## config.mk

```make
export PLATFORM = sky130hd
export DESIGN_NAME = dfd_trace_ms_buffer
export DESIGN_NICKNAME = d
export VERILOG_FILES = /design/src/rtl/dfd_tn_pkg.sv /design/src/rtl/dfd_tn_msg_fifo.sv /design/src/rtl/dfd_trace_ms_buffer.sv
export SDC_FILE = /design/constraint.sdc
export NUM_CORES = 1
export LEC_CHECK = 0
export ABC_AREA = 0
export CAP_MARGIN = 25
export CORE_MARGIN = 2
export CORE_UTILIZATION = 50
export DETAILED_ROUTE_END_ITERATION = 8
export HOLD_SLACK_MARGIN = 0.06
export PLACE_DENSITY = 0.75
export SETUP_SLACK_MARGIN = 0.5
export SLEW_MARGIN = 25
export SYNTH_ARGS = -nofsm -noshare
export SYNTH_HDL_FRONTEND = slang
export SYNTH_HIERARCHICAL = 1
export SYNTH_SLANG_ARGS = --single-unit
```

## constraint.sdc

```tcl
create_clock -name clk -period 23.4 [get_ports clk]
set_input_delay 4.68 -clock clk [delete_from_list [all_inputs] [get_ports clk]]
set_output_delay 4.68 -clock clk [all_outputs]
set_load 0.03 [all_outputs]
```

## src/rtl/dfd_tn_pkg.sv

```systemverilog
// Shared trace-network definitions.
// Holds the source encodings for trace messages and the default layout of a
// buffered {src, data} entry. The default entry is sized for a 16-byte message.
// Blocks with another payload width build an entry with the same field order.
package dfd_tn_pkg;

  typedef enum logic {
    TN_SRC_NTRACE = 1'b0,
    TN_SRC_DST    = 1'b1
  } tn_src_e;

  localparam int TN_DATA_WIDTH = 128;

  typedef struct packed {
    tn_src_e                  src;
    logic [TN_DATA_WIDTH-1:0] data;
  } tn_entry_t;

endpackage

```

## src/rtl/dfd_tn_msg_fifo.sv

```systemverilog
// In-order message FIFO for the trace message-send buffer.
// Ports:
//   clk, reset      : clock, asynchronous active-high reset (empties the FIFO)
//   push, push_entry: write push_entry at the tail (caller guarantees !full | pop)
//   pop             : retire the head entry (caller guarantees !empty)
//   full, empty     : occupancy flags from pointers with an extra wrap bit
//   head            : entry at the read pointer (only meaningful when !empty)
module dfd_tn_msg_fifo
  import dfd_tn_pkg::*;
#(
  parameter int  DEPTH   = 4,
  parameter type entry_t = tn_entry_t
) (
  input  logic   clk,
  input  logic   reset,
  input  logic   push,
  input  entry_t push_entry,
  input  logic   pop,
  output logic   full,
  output logic   empty,
  output entry_t head
);

  localparam int PW = $clog2(DEPTH);

  entry_t        mem_q [DEPTH];
  entry_t        mem_d [DEPTH];
  logic [PW:0]   wr_ptr_q, wr_ptr_d;
  logic [PW:0]   rd_ptr_q, rd_ptr_d;

  // Push and pop on a full FIFO write the slot being vacated by the pop;
  // the head is read from mem_q, so the outgoing entry is still presented.
  always_comb begin
    mem_d    = mem_q;
    wr_ptr_d = wr_ptr_q;
    rd_ptr_d = rd_ptr_q;
    if (push) begin
      mem_d[wr_ptr_q[PW-1:0]] = push_entry;
      wr_ptr_d                = wr_ptr_q + (PW+1)'(1);
    end
    if (pop) begin
      rd_ptr_d = rd_ptr_q + (PW+1)'(1);
    end
  end

  always_ff @(posedge clk or posedge reset) begin
    if (reset) begin
      mem_q    <= '{default: '0};
      wr_ptr_q <= '0;
      rd_ptr_q <= '0;
    end else begin
      mem_q    <= mem_d;
      wr_ptr_q <= wr_ptr_d;
      rd_ptr_q <= rd_ptr_d;
    end
  end

  assign empty = (wr_ptr_q == rd_ptr_q);
  assign full  = (wr_ptr_q[PW] != rd_ptr_q[PW]) &&
                 (wr_ptr_q[PW-1:0] == rd_ptr_q[PW-1:0]);
  assign head  = mem_q[rd_ptr_q[PW-1:0]];

endmodule

```

## src/rtl/dfd_trace_ms_buffer.sv

```systemverilog
// Trace message-send buffer between the trace encoder and the trace network.
// Ports:
//   clk, reset                 : clock, asynchronous active-high reset
//   enc_vld/enc_src/enc_data   : message offered by the encoder
//   enc_rdy                    : buffer takes the offered message this cycle
//   MS_TN_Vld/Src/Data         : head message presented to the network
//   TN_MS_Gnt                  : network takes the presented message
//   TN_MS_Ntrace_Bp/Dst_Bp     : per-source backpressure (hides the head)
//   TN_MS_Ntrace_Flush/Dst_Flush : drain request; new messages of that
//                                 source are refused while asserted
//   ntrace_flush_done/dst_flush_done : drain request seen and none held
//   drop_cnt                   : saturating count of refused offers
//
// Handshakes: a transfer happens on a cycle where valid and ready/grant are
// both high at the clock edge. enc_rdy may depend on TN_MS_Gnt in the same
// cycle (a full buffer accepts when its head leaves). MS_TN_Vld never depends
// on TN_MS_Gnt; a grant without valid is ignored. An offer that sees
// enc_rdy=0 is dropped and counted, not retried by the buffer.
module dfd_trace_ms_buffer
  import dfd_tn_pkg::*;
#(
  parameter int DATA_WIDTH_IN_BYTES = 16,
  parameter int DATA_WIDTH          = DATA_WIDTH_IN_BYTES * 8,
  parameter int FIFO_DEPTH          = 4,
  parameter int DROP_CNT_WIDTH      = 16
) (
  input  logic                      clk,
  input  logic                      reset,
  input  logic                      enc_vld,
  input  logic                      enc_src,
  input  logic [DATA_WIDTH-1:0]     enc_data,
  output logic                      enc_rdy,
  output logic                      MS_TN_Vld,
  output logic                      MS_TN_Src,
  output logic [DATA_WIDTH-1:0]     MS_TN_Data,
  input  logic                      TN_MS_Gnt,
  input  logic                      TN_MS_Ntrace_Bp,
  input  logic                      TN_MS_Dst_Bp,
  input  logic                      TN_MS_Ntrace_Flush,
  input  logic                      TN_MS_Dst_Flush,
  output logic                      ntrace_flush_done,
  output logic                      dst_flush_done,
  output logic [DROP_CNT_WIDTH-1:0] drop_cnt
);

  localparam int CW = $clog2(FIFO_DEPTH) + 1;

  // Same field order as tn_entry_t, sized to this instance's payload.
  typedef struct packed {
    tn_src_e               src;
    logic [DATA_WIDTH-1:0] data;
  } msg_t;

  msg_t    push_entry;
  msg_t    head;
  tn_src_e in_src;
  logic    full, empty, push, pop;
  logic    flush_block, head_bp;

  logic [CW-1:0]             ntrace_cnt_q, ntrace_cnt_d;
  logic [CW-1:0]             dst_cnt_q, dst_cnt_d;
  logic [DROP_CNT_WIDTH-1:0] drop_cnt_q, drop_cnt_d;

  dfd_tn_msg_fifo #(
    .DEPTH   (FIFO_DEPTH),
    .entry_t (msg_t)
  ) u_fifo (
    .clk        (clk),
    .reset      (reset),
    .push       (push),
    .push_entry (push_entry),
    .pop        (pop),
    .full       (full),
    .empty      (empty),
    .head       (head)
  );

  always_comb begin
    in_src          = tn_src_e'(enc_src);
    push_entry.src  = in_src;
    push_entry.data = enc_data;

    flush_block = (TN_MS_Ntrace_Flush && (in_src == TN_SRC_NTRACE)) ||
                  (TN_MS_Dst_Flush    && (in_src == TN_SRC_DST));

    // Backpressure only hides the head; it never lets a younger entry pass.
    head_bp   = (head.src == TN_SRC_DST) ? TN_MS_Dst_Bp : TN_MS_Ntrace_Bp;
    MS_TN_Vld = !empty && !head_bp;
    pop       = MS_TN_Vld && TN_MS_Gnt;
    enc_rdy   = (!full || pop) && !flush_block;
    push      = enc_vld && enc_rdy;

    MS_TN_Src  = empty ? 1'b0 : logic'(head.src);
    MS_TN_Data = empty ? '0 : head.data;

    ntrace_cnt_d = ntrace_cnt_q;
    dst_cnt_d    = dst_cnt_q;
    if (push && (in_src == TN_SRC_NTRACE)) ntrace_cnt_d = ntrace_cnt_d + CW'(1);
    if (pop  && (head.src == TN_SRC_NTRACE)) ntrace_cnt_d = ntrace_cnt_d - CW'(1);
    if (push && (in_src == TN_SRC_DST)) dst_cnt_d = dst_cnt_d + CW'(1);
    if (pop  && (head.src == TN_SRC_DST)) dst_cnt_d = dst_cnt_d - CW'(1);

    drop_cnt_d = drop_cnt_q;
    if (enc_vld && !enc_rdy && (drop_cnt_q != '1)) begin
      drop_cnt_d = drop_cnt_q + DROP_CNT_WIDTH'(1);
    end

    ntrace_flush_done = TN_MS_Ntrace_Flush && (ntrace_cnt_q == '0);
    dst_flush_done    = TN_MS_Dst_Flush    && (dst_cnt_q == '0);
    drop_cnt          = drop_cnt_q;
  end

  always_ff @(posedge clk or posedge reset) begin
    if (reset) begin
      ntrace_cnt_q <= '0;
      dst_cnt_q    <= '0;
      drop_cnt_q   <= '0;
    end else begin
      ntrace_cnt_q <= ntrace_cnt_d;
      dst_cnt_q    <= dst_cnt_d;
      drop_cnt_q   <= drop_cnt_d;
    end
  end

endmodule

```

==> results.cfg, run 1 <==
[outcome]
status = complete, no violations

[cts]
ctsLongestPathBuffers = 3
cts_setup_buffers = 0
cts_resized = 0
cts_made_buffers = 57
cts_tree = built
clock-sinks = 544
cts_hold_buf = 0
insertion_delay_ps = 590
cts-htree-levels = 2
cts_root_buf = clkbuf_16
clkTransAtPathRegs_ps = 50

[sta]
hold_viol_final = 0
maxSlewViolCount = 0
tightest_slew_ps = 1070
max_freq_mhz = 85.0
period_needed_ps = 11770
fin_crit_sh_pct = 50.3
maxSlewHeadroom_pct = 28.5
setup_tns_ps = 0
setup_slack_ps = 11630
final.setup_skew_ps = 13.8
setup_viol = 0
rsz0062_at_grt = no

[critical_path]
cp-start-kind = primary input
r2r_end = u_fifo/mem_q[149]
cp_max_fo = 12
r2r_slack_ps = 18280
required_ps = 18720
r2r-start = u_fifo/rd_ptr_q[0]
r2r_cells = 8
critPathCaptureType = output pin
critPathArrivalTime_ps = 7090
worstSetupPathType = in -> out
cp-startpoint = enc_src
crit_path_end = enc_rdy

[power_and_ir_drop]
power.switching_mw = 1.89
powerDensity_nw_per_um2 = 174
vdd_drop_max_mv = 0.109
swShare_pct = 36.4
p_leak_nw = 12.7
comb_power_share_pct = 49.8
seqPwrFrac_pct = 32.0
pwr-share-clk_pct = 18.2
p_int_mw = 3.30

[floorplan]
pin_count = 286
dieArea_sq_um = 51400
coreArea_sq_um = 49000
start_util_pct = 50.7
fp.dieH_um = 227
die_x_um = 227
num_rows = 81

[yosys]
synth_area_leader_cell = dfrtp_1
ys_seq_area_share_pct = 54.9
syn_area_sq_um = 24800
syn-instance-count = 1552
ys_warn_count = 6
ys_top_cells_by_area = dfrtp_1, mux2_2, mux4_2
synth_fp_nets = 1701
syn_area_per_cell_sq_um = 16.0
synth_top_area_share_pct = 54.9
synth_seq_cells = 544
ys_types = 34

[detailed_routing]
drtPass1Iterations = 6
routed-via-count = 14000
drtIter0Drc = 566
drtAntennaViolNets = 0
wl_per_cell_um = 21.5
drcViolationCount = 0
drt-total-wl_um = 54100
drt-vias-per-instance = 5.55

[global_route]
first_global_vias = 15400
grt_max_degree = 140
antenna_found_initial = 6
track_usage_pct = 21.6
grt-ovfl-total = 0
grt_pass1_wl_um = 86300

[min_path]
min_path_type = reg -> reg
hold_start = u_fifo/rd_ptr_q[2]

[placement]
io_buffers = 285
hpwl_um = 32600
pre_cts_ws_ps = 11690
finalWeightedCongestion = 0.829

[finish]
mostFrequentLayoutCells = dfrtp_1, mux2_2, clkdlybuf4s50_1
final_common_cell = dfrtp_1
drive_gt1_share_pct = 38.0
nets = 1960
area_growth_pct = 20.8
utilization_pct = 61.2

[run]
drv_cap = 0
[state kept, by name, summed over array words and instances (netlist names)]
| signal | flops |
|---|---|
| u_fifo/mem_q | 516 |
| drop_cnt | 16 |
| dst_cnt_q | 3 |
| ntrace_cnt_q | 3 |
| u_fifo/rd_ptr_q | 3 |
| u_fifo/wr_ptr_q | 3 |
[cells in the mapped netlist, drive strengths merged]
cell / number
mux2i: 4
xor2: 10
inv: 11
a2111oi: 1
o21ai: 2
nand2b: 1
buf: 89
nor3b: 2
mux2: 519
or4: 1
a2bb2oi: 1
dfrtp: 544
or3: 2
nor2b: 130
nand3: 14
mux4: 129
nand2: 18
nor3: 6
ha: 12
nor4: 1
nor2: 8
and3: 4
and3b: 1
xnor2: 20
nand4: 7
clkbuf: 15
[worst max-delay path, cell delays in order]
cell and delay (ps):
clkdlybuf4s50_1 570, nor2b_1 250, a2bb2oi_1 330, nand2_1 400, inv_1 170, clkdlybuf4s50_1 690
[worst min path at each step]
stage               slack, ps                  to  cells past startpoint
floorplan                 460   u_fifo/mem_q[224]                      1
detailed placement        480    u_fifo/mem_q[77]                      1
global route              500    u_fifo/mem_q[96]                      1
finish                    490  u_fifo/rd_ptr_q[2]                      1
global placement          470   u_fifo/mem_q[245]                      1
CTS                       490    u_fifo/mem_q[77]                      1
[cell type report]
cell class | count | area [sq um]
clock buffers | 79 | 1630
well taps | 664 | 831
fillers | 3692 | 19000
inverters | 11 | 53.8
flip-flops and latches | 544 | 13600
multi-input cells | 893 | 10500
diodes | 4 | 10.0
repair buffers | 304 | 3010
clock inverters | 23 | 349
[per-layer routing]
layer | global-route usage (%) | routed length, um
met5 | 0 | 39
met4 | 6.15 | 1300
met3 | 5.48 | 3210
met1 | 28.5 | 23000
met2 | 35.5 | 26600
[power groups by stage]
stage | Clock (mW) | Sequential (mW) | Combinational (mW)
floorplan | 0 | 1.58 | 1.83
global placement | 0 | 1.64 | 2.57
detailed placement | 0 | 1.68 | 2.61
CTS | 0.971 | 1.67 | 2.62
global route | 1.01 | 1.73 | 2.75
finish | 0.947 | 1.66 | 2.59
[through the flow]
stage	power, mW	instance area [sq um]	hold WS, ps	std cells
2_1_floorplan	3.41	24800	459	1552
3_3_place_gp	4.21	28000	468	2416
3_5_place_dp	4.29	28000	477	2416
4_1_cts	5.26	29900	491	2518
5_1_grt	5.49	30000	500	2521
6_report	5.20	30000	485	2522
[cell families (layout without fill, tap and decap cells)]
| logic type | Yosys count | count (layout) | synth area share [%] |
|---|---|---|---|
| compound gates | 4 | 4 | 0.136 |
| fa+ha+maj | 12 | 12 | 0.605 |
| flops | 544 | 544 | 54.9 |
| mux | 652 | 652 | 35.4 |
| xor+xnor | 30 | 30 | 1.06 |
| buf+inv | 115 | 417 | 3.10 |
| simple gates | 195 | 195 | 4.79 |
| other cells | 0 | 4 | 0 |
No activity file was read; power rests on OpenSTA's default activity.
==> inputs of run 2 (changes only) <==
==> constraint.sdc (replaced) <==
create_clock -name clk -period 11.2 [get_ports clk]
set_input_delay 2.24 -clock clk [delete_from_list [all_inputs] [get_ports clk]]
set_output_delay 2.24 -clock clk [all_outputs]
set_load 0.03 [all_outputs]
==> run 2 against run 1 <==
Effect of this change:
- highest routed layer unchanged
- core utilization fell by 0.20 points
- clock skew fell by 3.8 ps
- largest power group unchanged
- count of clock-buffer cells in the layout rose by 1
- wire length fell by 1.0%
- non-clock buffer count fell by 1
- sequential power rose by 110%
- critical path type is now reg -> out
- flip-flop and latch count did not move
==> results.cfg, run 2 (same netlist as run 1, synthesis figures left out) <==
[global_route]
antenna_found_initial = 5
track_usage_pct = 21.4
grt-ovfl-total = 0
grt_max_degree = 189
grt_pass1_wl_um = 85500
first_global_vias = 15200

[power_and_ir_drop]
p_leak_nw = 12.7
vdd_drop_max_mv = 0.274
powerDensity_nw_per_um2 = 359

[sta]
rsz0062_at_grt = no
maxSlewHeadroom_pct = 32.0
setup_viol = 0
hold_viol_final = 0
tightest_slew_ps = 1020
max_freq_mhz = 143
period_needed_ps = 7010
setup_tns_ps = 0
final.setup_skew_ps = 10.0
fin_crit_sh_pct = 62.6
maxSlewViolCount = 0

[floorplan]
num_rows = 81
coreArea_sq_um = 49000
pin_count = 286
dieArea_sq_um = 51400
start_util_pct = 50.7
die_x_um = 227
fp.dieH_um = 227

[critical_path]
cp-start-kind = register
required_ps = 8960
worstSetupPathType = reg -> out
critPathCaptureType = output pin
critPathArrivalTime_ps = 4770
cp_max_fo = 50

[cts]
cts_setup_buffers = 0
cts_hold_buf = 0
ctsLongestPathBuffers = 3
clock-sinks = 544
clkTransAtPathRegs_ps = 60
cts_tree = built
cts-htree-levels = 2
cts_made_buffers = 57
insertion_delay_ps = 590
cts_resized = 0
cts_root_buf = clkbuf_16

[finish]
multi_input_area_sq_um = 10500
nFillCells = 3671
seqCellArea_sq_um = 13600
nets = 1959
final_common_cell = dfrtp_1
largest_register = u_fifo/mem_q
largest_reg_flops = 516
area_growth_pct = 20.4
mostFrequentLayoutCells = dfrtp_1, mux2_2, clkdlybuf4s50_1
stdcell_area_sq_um = 29900
drive_gt1_share_pct = 38.1

[detailed_routing]
wl_met2_um = 26300
drtAntennaViolNets = 0
routed-via-count = 14000
drt-vias-per-instance = 5.55
drt-met1-wl_um = 22800
wl_met3_um = 3340
drcViolationCount = 0
drtIter0Drc = 664
drtPass1Iterations = 5
drt-total-wl_um = 53600
wl_per_cell_um = 21.3
top_layer = met5

[min_path]
min_path_type = reg -> reg

[placement]
post_dp_cell_area_sq_um = 28000
io_buffers = 285
finalWeightedCongestion = 0.853
hpwl_um = 31900

[outcome]
status = complete, no violations

[run]
drv_cap = 0
## run 2: cell types whose count changed in the layout (fill, tap and decap cells not counted), sizes merged
| cell | before | now |
|---|---|---|
| clkbuf | 79 | 80 |
| buf | 19 | 18 |
| clkinv | 13 | 19 |
| bufinv | 9 | 3 |
| diode | 4 | 1 |
| clkinvlp | 2 | 3 |
## run 2: metal layers
layer / vias up / GRT usage (%)
li1: 6187 / -
met1: 7452 / 28.5
met2: 263 / 35.1
met3: 89 / 5.40
met4: 6 / 5.79
met5: - / 0
## run 2: worst max-delay path: stages (launching register included)
cell and delay [ps]:
dfrtp_4 1050, buf_4 850, buf_4 820, mux4_2 580, nor2b_1 140, clkdlybuf4s50_1 680
## run 2: worst paths after layout
| kind | slack, ps | depth (start not counted) | start | endpoint |
|---|---|---|---|---|
| worst max register to register | 5950 | 9 | u_fifo/rd_ptr_q[1] | u_fifo/mem_q[195] |
| max in group asynchronous | 7340 | 4 | reset | u_fifo/mem_q[6] |
| min in group asynchronous | 2300 | 2 | reset | drop_cnt[11] |
| worst min register to register | 490 | 1 | u_fifo/mem_q[249] | u_fifo/mem_q[249] |
| worst max-delay path | 4190 | 5 | u_fifo/rd_ptr_q[1] | MS_TN_Data[63] |
| worst min-delay path | 490 | 1 | u_fifo/mem_q[249] | u_fifo/mem_q[249] |
## run 2: area by class of cell
type | count | share of cell area, %
clock buffers | 80 | 5.53
inverters | 11 | 0.151
multi-input cells | 893 | 35.0
flip-flops and latches | 544 | 45.6
diodes | 1 | 0.00838
repair buffers | 303 | 10.2
well taps | 664 | 2.78
clock inverters | 24 | 0.683
## run 2: power by group
part / switching [mW] / internal, mW
clock network: 0.764 / 1.09
registers: 0.558 / 2.93
logic: 2.63 / 2.76
## run 2: through the flow
| stage | power, mW | utilization [%] | instances | setup slack, ps | hold slack [ps] |
|---|---|---|---|---|---|
| final | 10.7 | 61.0 | 2520 | 4190 | 486 |
| after global routing | 11.3 | 61.0 | 2519 | 3770 | 498 |
| after CTS | 10.9 | 60.9 | 2518 | 3960 | 490 |
| after detailed placement | 8.96 | 57.1 | 2414 | 4310 | 477 |
| after global placement | 8.80 | 57.1 | 2414 | 4310 | 468 |
| after floorplan | 7.13 | - | 1552 | 1870 | 459 |
==> RTL edit 1, RTL diff (config.mk and constraints of run 1) <==
Change the parameter `DROP_CNT_WIDTH` from 16 to 24.
--- a/src/rtl/dfd_trace_ms_buffer.sv
+++ b/src/rtl/dfd_trace_ms_buffer.sv
@@ -22,7 +22,7 @@
   parameter int DATA_WIDTH_IN_BYTES = 16,
   parameter int DATA_WIDTH          = DATA_WIDTH_IN_BYTES * 8,
   parameter int FIFO_DEPTH          = 4,
-  parameter int DROP_CNT_WIDTH      = 16
+  parameter int DROP_CNT_WIDTH      = 24
 ) (
   input  logic                      clk,
   input  logic                      reset,
Ports: changed (resized drop_cnt); port bits go from 286 to 294. The function was not compared with the original's and may differ.
==> RTL edit 1 against run 1 <==
- setup slack improved by 0.55 ns
- area after synthesis rose by 1.6%
- routed wire length rose by 1.4%
- final area rose by 1.6%
- via count rose by 2.4%
- register-to-register slack got worse by 0.99 ns
- total power rose by 0.91%
- clock power fell by 2.2%
- non-clock buffer count rose by 11
- sequential cell count rose by 8
- critical path type unchanged
==> RTL edit 1: results (changes against run 1) <==
| Metric | Value |
|---|---|
| Final Cell Area | 30,400 µm² (+1.6%) |
| Number of cells after detailed placement | 2,470 (+2.2%) |
| Seq area share | 0.454 (about the same) |
| VDD IR-drop max | 0.000168 V (+55%) |
| Synth top area cells | dfrtp_1 55%, mux2_2 20%, mux4_2 12% |
| Seq/Total Area, Yosys | 0.548 (-0.000557) |
| Area after DPL | 28,400 µm² (+1.8%) |
| Run status | completed |
| Layout Skew | 0.0222 ns (+0.00833 ns) |
| P_sw | 1.93 mW (+1.9%) |
| CLK BUF | 83 (+5.1%) |
| Met2 wire length | 27,600 µm (+3.8%) |
| Hold Slack | 0.485 ns (+0.0000570 ns) |
| Worst R2R Path Depth | 12 (+4) |
| Non-clock buffer count | 315 (+3.6%) |
| CTS H-tree depth | 2 (unchanged) |
| Via density | 5.56 (+0.22%) |
| GRT met1 Usage | 0.279 (-0.00659) |
| Layout clock area frac | 0.0634 (-0.00266) |
| Ys async rst share | 1.00 (unchanged) |
| R2R Path End | u_fifo/mem_q[159]$_DFFE_PP0P_ |
| Leakage | 12.9 nW (+1.6%) |
| Routability Congestion | 0.807 (-2.6%) |
| Worst Path Arrival | 6.53 ns (-0.56 ns) |
| Met1 WL | 23,400 µm (+1.8%) |
| Fin nets | 2,010 (+2.6%) |
| Vias in the first global route | 15,900 (+3.0%) |
| Hold_sp | u_fifo/mem_q[16]$_DFFE_PP0P_ |
| Final HPWL DP | 32,800 µm (+0.65%) |
| M2 GR Usage | 0.361 (+0.00580) |
| N_diodes | 4 (unchanged) |
| Initial antenna violation count | 4 (-2) |
| Data buffer area share | 0.103 (+0.00224) |
| Netlist cell types | 38 (+12%) |
| Initial DRC Count | 818 (+45%) |
| Pre-CTS WS | 12.18 ns (+0.497 ns) |
| Clock-pin slew on the worst setup and hold paths | 0.06 ns |
| Critical path fanouts, max | 7 (-5) |
| PortBufs | 293 (+2.8%) |
| Layout cell share with drive strength beyond 1 | 0.372 (-0.00801) |
| Achievable Freq | 89.2 MHz (+4.9%) |
| Multi-input gates | 921 (+3.1%) |
| CTS buffer count | 60 (+5.3%) |
| Syn Nets | 1,737 (+2.1%) |
| Multi-input combinational area share | 0.350 (+0.000965) |
| Global-route wire length before repair | 88,600 µm (+2.7%) |
| R2R Setup Slk | 17.29 ns (-0.99 ns) |
| Total track usage | 0.215 (-0.00162) |
| Fillers | 3,837 (+3.9%) |
| Met3 GRT Util | 0.0508 (-0.00404) |
| Met3 wire length | 2670 µm (-17%) |
| Clock network latency to the later pin of the worst-skew pair | 0.61 ns (+0.02 ns) |
| Hold Path Sink | u_fifo/mem_q[16]$_DFFE_PP0P_ |
| Per-cell routed wire length | 21.3 µm (-0.77%) |
| Most frequent cells after synthesis | 552 x dfrtp_1, 446 x mux2_2, 129 x mux4_2, 129 x nor2b_1, 73 x mux2_1 |
| Sink Count | 552 (+1.5%) |
| First-pass detailed-route iteration total | 4 (-2) |
| Total wire length | 54,900 µm (+1.4%) |
| Largest net degree at the start of global routing | 136 (-2.9%) |
==> RTL edit 1: changes by cell type after synthesis, sizes merged, moves of 3 or more <==
cell	run 1	this run
nor4	1	10
nor2	8	13
and4	0	4
xor2	10	26
xnor2	20	12
dfrtp	544	552
nand3	14	11
nand4	7	4
==> RTL edit 1: power groups by stage <==
stage / Combinational [mW] / Clock (mW) / Sequential, mW
6_report: 2.63 / 0.926 / 1.69
5_1_grt: 2.79 / 0.990 / 1.75
4_1_cts: 2.67 / 0.949 / 1.69
3_5_place_dp: 2.66 / 0 / 1.70
3_3_place_gp: 2.62 / 0 / 1.67
2_1_floorplan: 1.86 / 0 / 1.60
==> RTL edit 1: kinds of logic (layout without fill, tap and decap cells) <==
logic type,Yosys count,after routing,share of synthesized area
muxes,653,653,0.349
adders and majority gates,12,12,0.00596
xor gates and xnor gates,38,38,0.0132
buffers and inverters,115,429,0.0305
other,0,4,0
and+or+nand+nor,212,212,0.0502
DFF,552,552,0.548
AOI/OAI and AO/OA,6,6,0.00248
==> RTL edit 2, RTL diff (settings of run 1) <==
Made on the original files. Make the reset (`reset`) synchronous in 2 clocked blocks. Comments in the files are not updated.
--- a/src/rtl/dfd_tn_msg_fifo.sv
+++ b/src/rtl/dfd_tn_msg_fifo.sv
@@ -43,7 +43,7 @@
     end
   end
 
-  always_ff @(posedge clk or posedge reset) begin
+  always_ff @(posedge clk) begin
     if (reset) begin
       mem_q    <= '{default: '0};
       wr_ptr_q <= '0;
--- a/src/rtl/dfd_trace_ms_buffer.sv
+++ b/src/rtl/dfd_trace_ms_buffer.sv
@@ -110,7 +110,7 @@
     drop_cnt          = drop_cnt_q;
   end
 
-  always_ff @(posedge clk or posedge reset) begin
+  always_ff @(posedge clk) begin
     if (reset) begin
       ntrace_cnt_q <= '0;
       dst_cnt_q    <= '0;
Check against the original RTL: not equivalent (Yosys sat finds a counterexample within 4 cycles, from zero or initial values and one cycle with reset high; the reset may be asserted at any time).
==> RTL edit 2 against run 1 <==
- final area is 7.8% higher
- sequential share of layout area shrank 12 points
- setup slack improved by 0.47 ns
- area after synthesis rose by 12%
- hold slack gained 0.015 ns
- sequential cell count unchanged
- routed wire length up 27%
- non-clock buffer count rose by 8
- critical path depth decreased by 1
Power is not compared: it rests on default switching activity, and its combinational part moved more than twofold at a synthesized area within 25%.
==> RTL edit 2: results (changes against run 1) <==
| Metric | Value |
|---|---|
| Run status | completed |
| Actual slew at the worst max-slew pin | 1.11 ns (+0.0319 ns) |
| Vias in the first global route | 21,100 (+37%) |
| Ys async rst share | 0 (-1.00) |
| Netlist cell types | 54 (+59%) |
| Final HPWL DP | 37,800 µm (+16%) |
| Seq/Total Area, Yosys | 0.393 (-0.155) |
| Hold Path Sink | drop_cnt[15]$_SDFFE_PP0P_ |
| Mux contribution to synthesized area | 0.109 (-0.245) |
| Total wire length | 68,700 µm (+27%) |
| Syn avg cell area | 9.70 µm² (-39%) |
| Area growth syn-to-layout | 16.7% |
| First-pass detailed-route iteration total | 5 (-1) |
| Initial antenna violation count | 9 (+3) |
| Total track usage | 0.232 (+0.0163) |
| Met3 wire length | 3970 µm (+24%) |
| Worst R2R Path Depth | 14 (+6) |
| GRT met1 Usage | 0.297 (+0.0114) |
| Layout cell share with drive strength beyond 1 | 0.271 (-0.109) |
| Clock network latency to the later pin of the worst-skew pair | 0.62 ns (+0.03 ns) |
| CTS buffer count | 58 (+1.8%) |
| Worst Path Arrival | 6.62 ns (-0.47 ns) |
| Layout Skew | 0.0171 ns (+0.00322 ns) |
| Adder-cell share of the synthesized area | 0.00542 (-0.000628) |
| Final WS setup | 12.10 ns (+0.465 ns) |
| Number of cells after detailed placement | 3,529 (+46%) |
| Initial DRC Count | 1,721 (+200%) |
| Top FF cell, synth | dfxtp_1 |
| Compound-cell area share of the yosys netlist | 0.290 (+0.289) |
| Met3 GRT Util | 0.0447 (-0.0101) |
| Hold Slack | 0.500 ns (+0.0151 ns) |
| M2 GR Usage | 0.394 (+0.0389) |
| R2R Setup Slk | 16.93 ns (-1.35 ns) |
| Synth top area cells | dfxtp_1 39%, a21bo_2 19%, mux4_2 10% |
| Hold_sp | drop_cnt[15]$_SDFFE_PP0P_ |
==> RTL edit 2: critical path, delay by kind of cell <==
family	cells	cell delay, ns
AND/OR/NAND/NOR	2	0.47
AO/OA/AOI/OAI	1	0.16
buffers and inverters	2	1.30
==> RTL edit 2: layout make-up <==
| class | instances | area share |
|---|---|---|
| Sequential cell | 544 | 0.337 |
| Multi-Input combinational cell | 1963 | 0.472 |
| Timing Repair Buffer | 312 | 0.0985 |
| Inverter | 8 | 0.000930 |
| Clock buffer | 93 | 0.0572 |
| Clock inverter | 16 | 0.00612 |
| Antenna cell | 5 | 0.000387 |
| Tap cell | 704 | 0.0273 |
==> RTL edit 2: report_power, final <==
part | leakage, nW | switching, mW | total, mW | internal [mW]
registers | 4.40 | 0.0106 | 0.956 | 0.945
clock network | 0.998 | 0.383 | 0.966 | 0.583
logic | 5.42 | 0.165 | 0.261 | 0.0964
total | 10.8 | 0.559 | 2.18 | 1.62
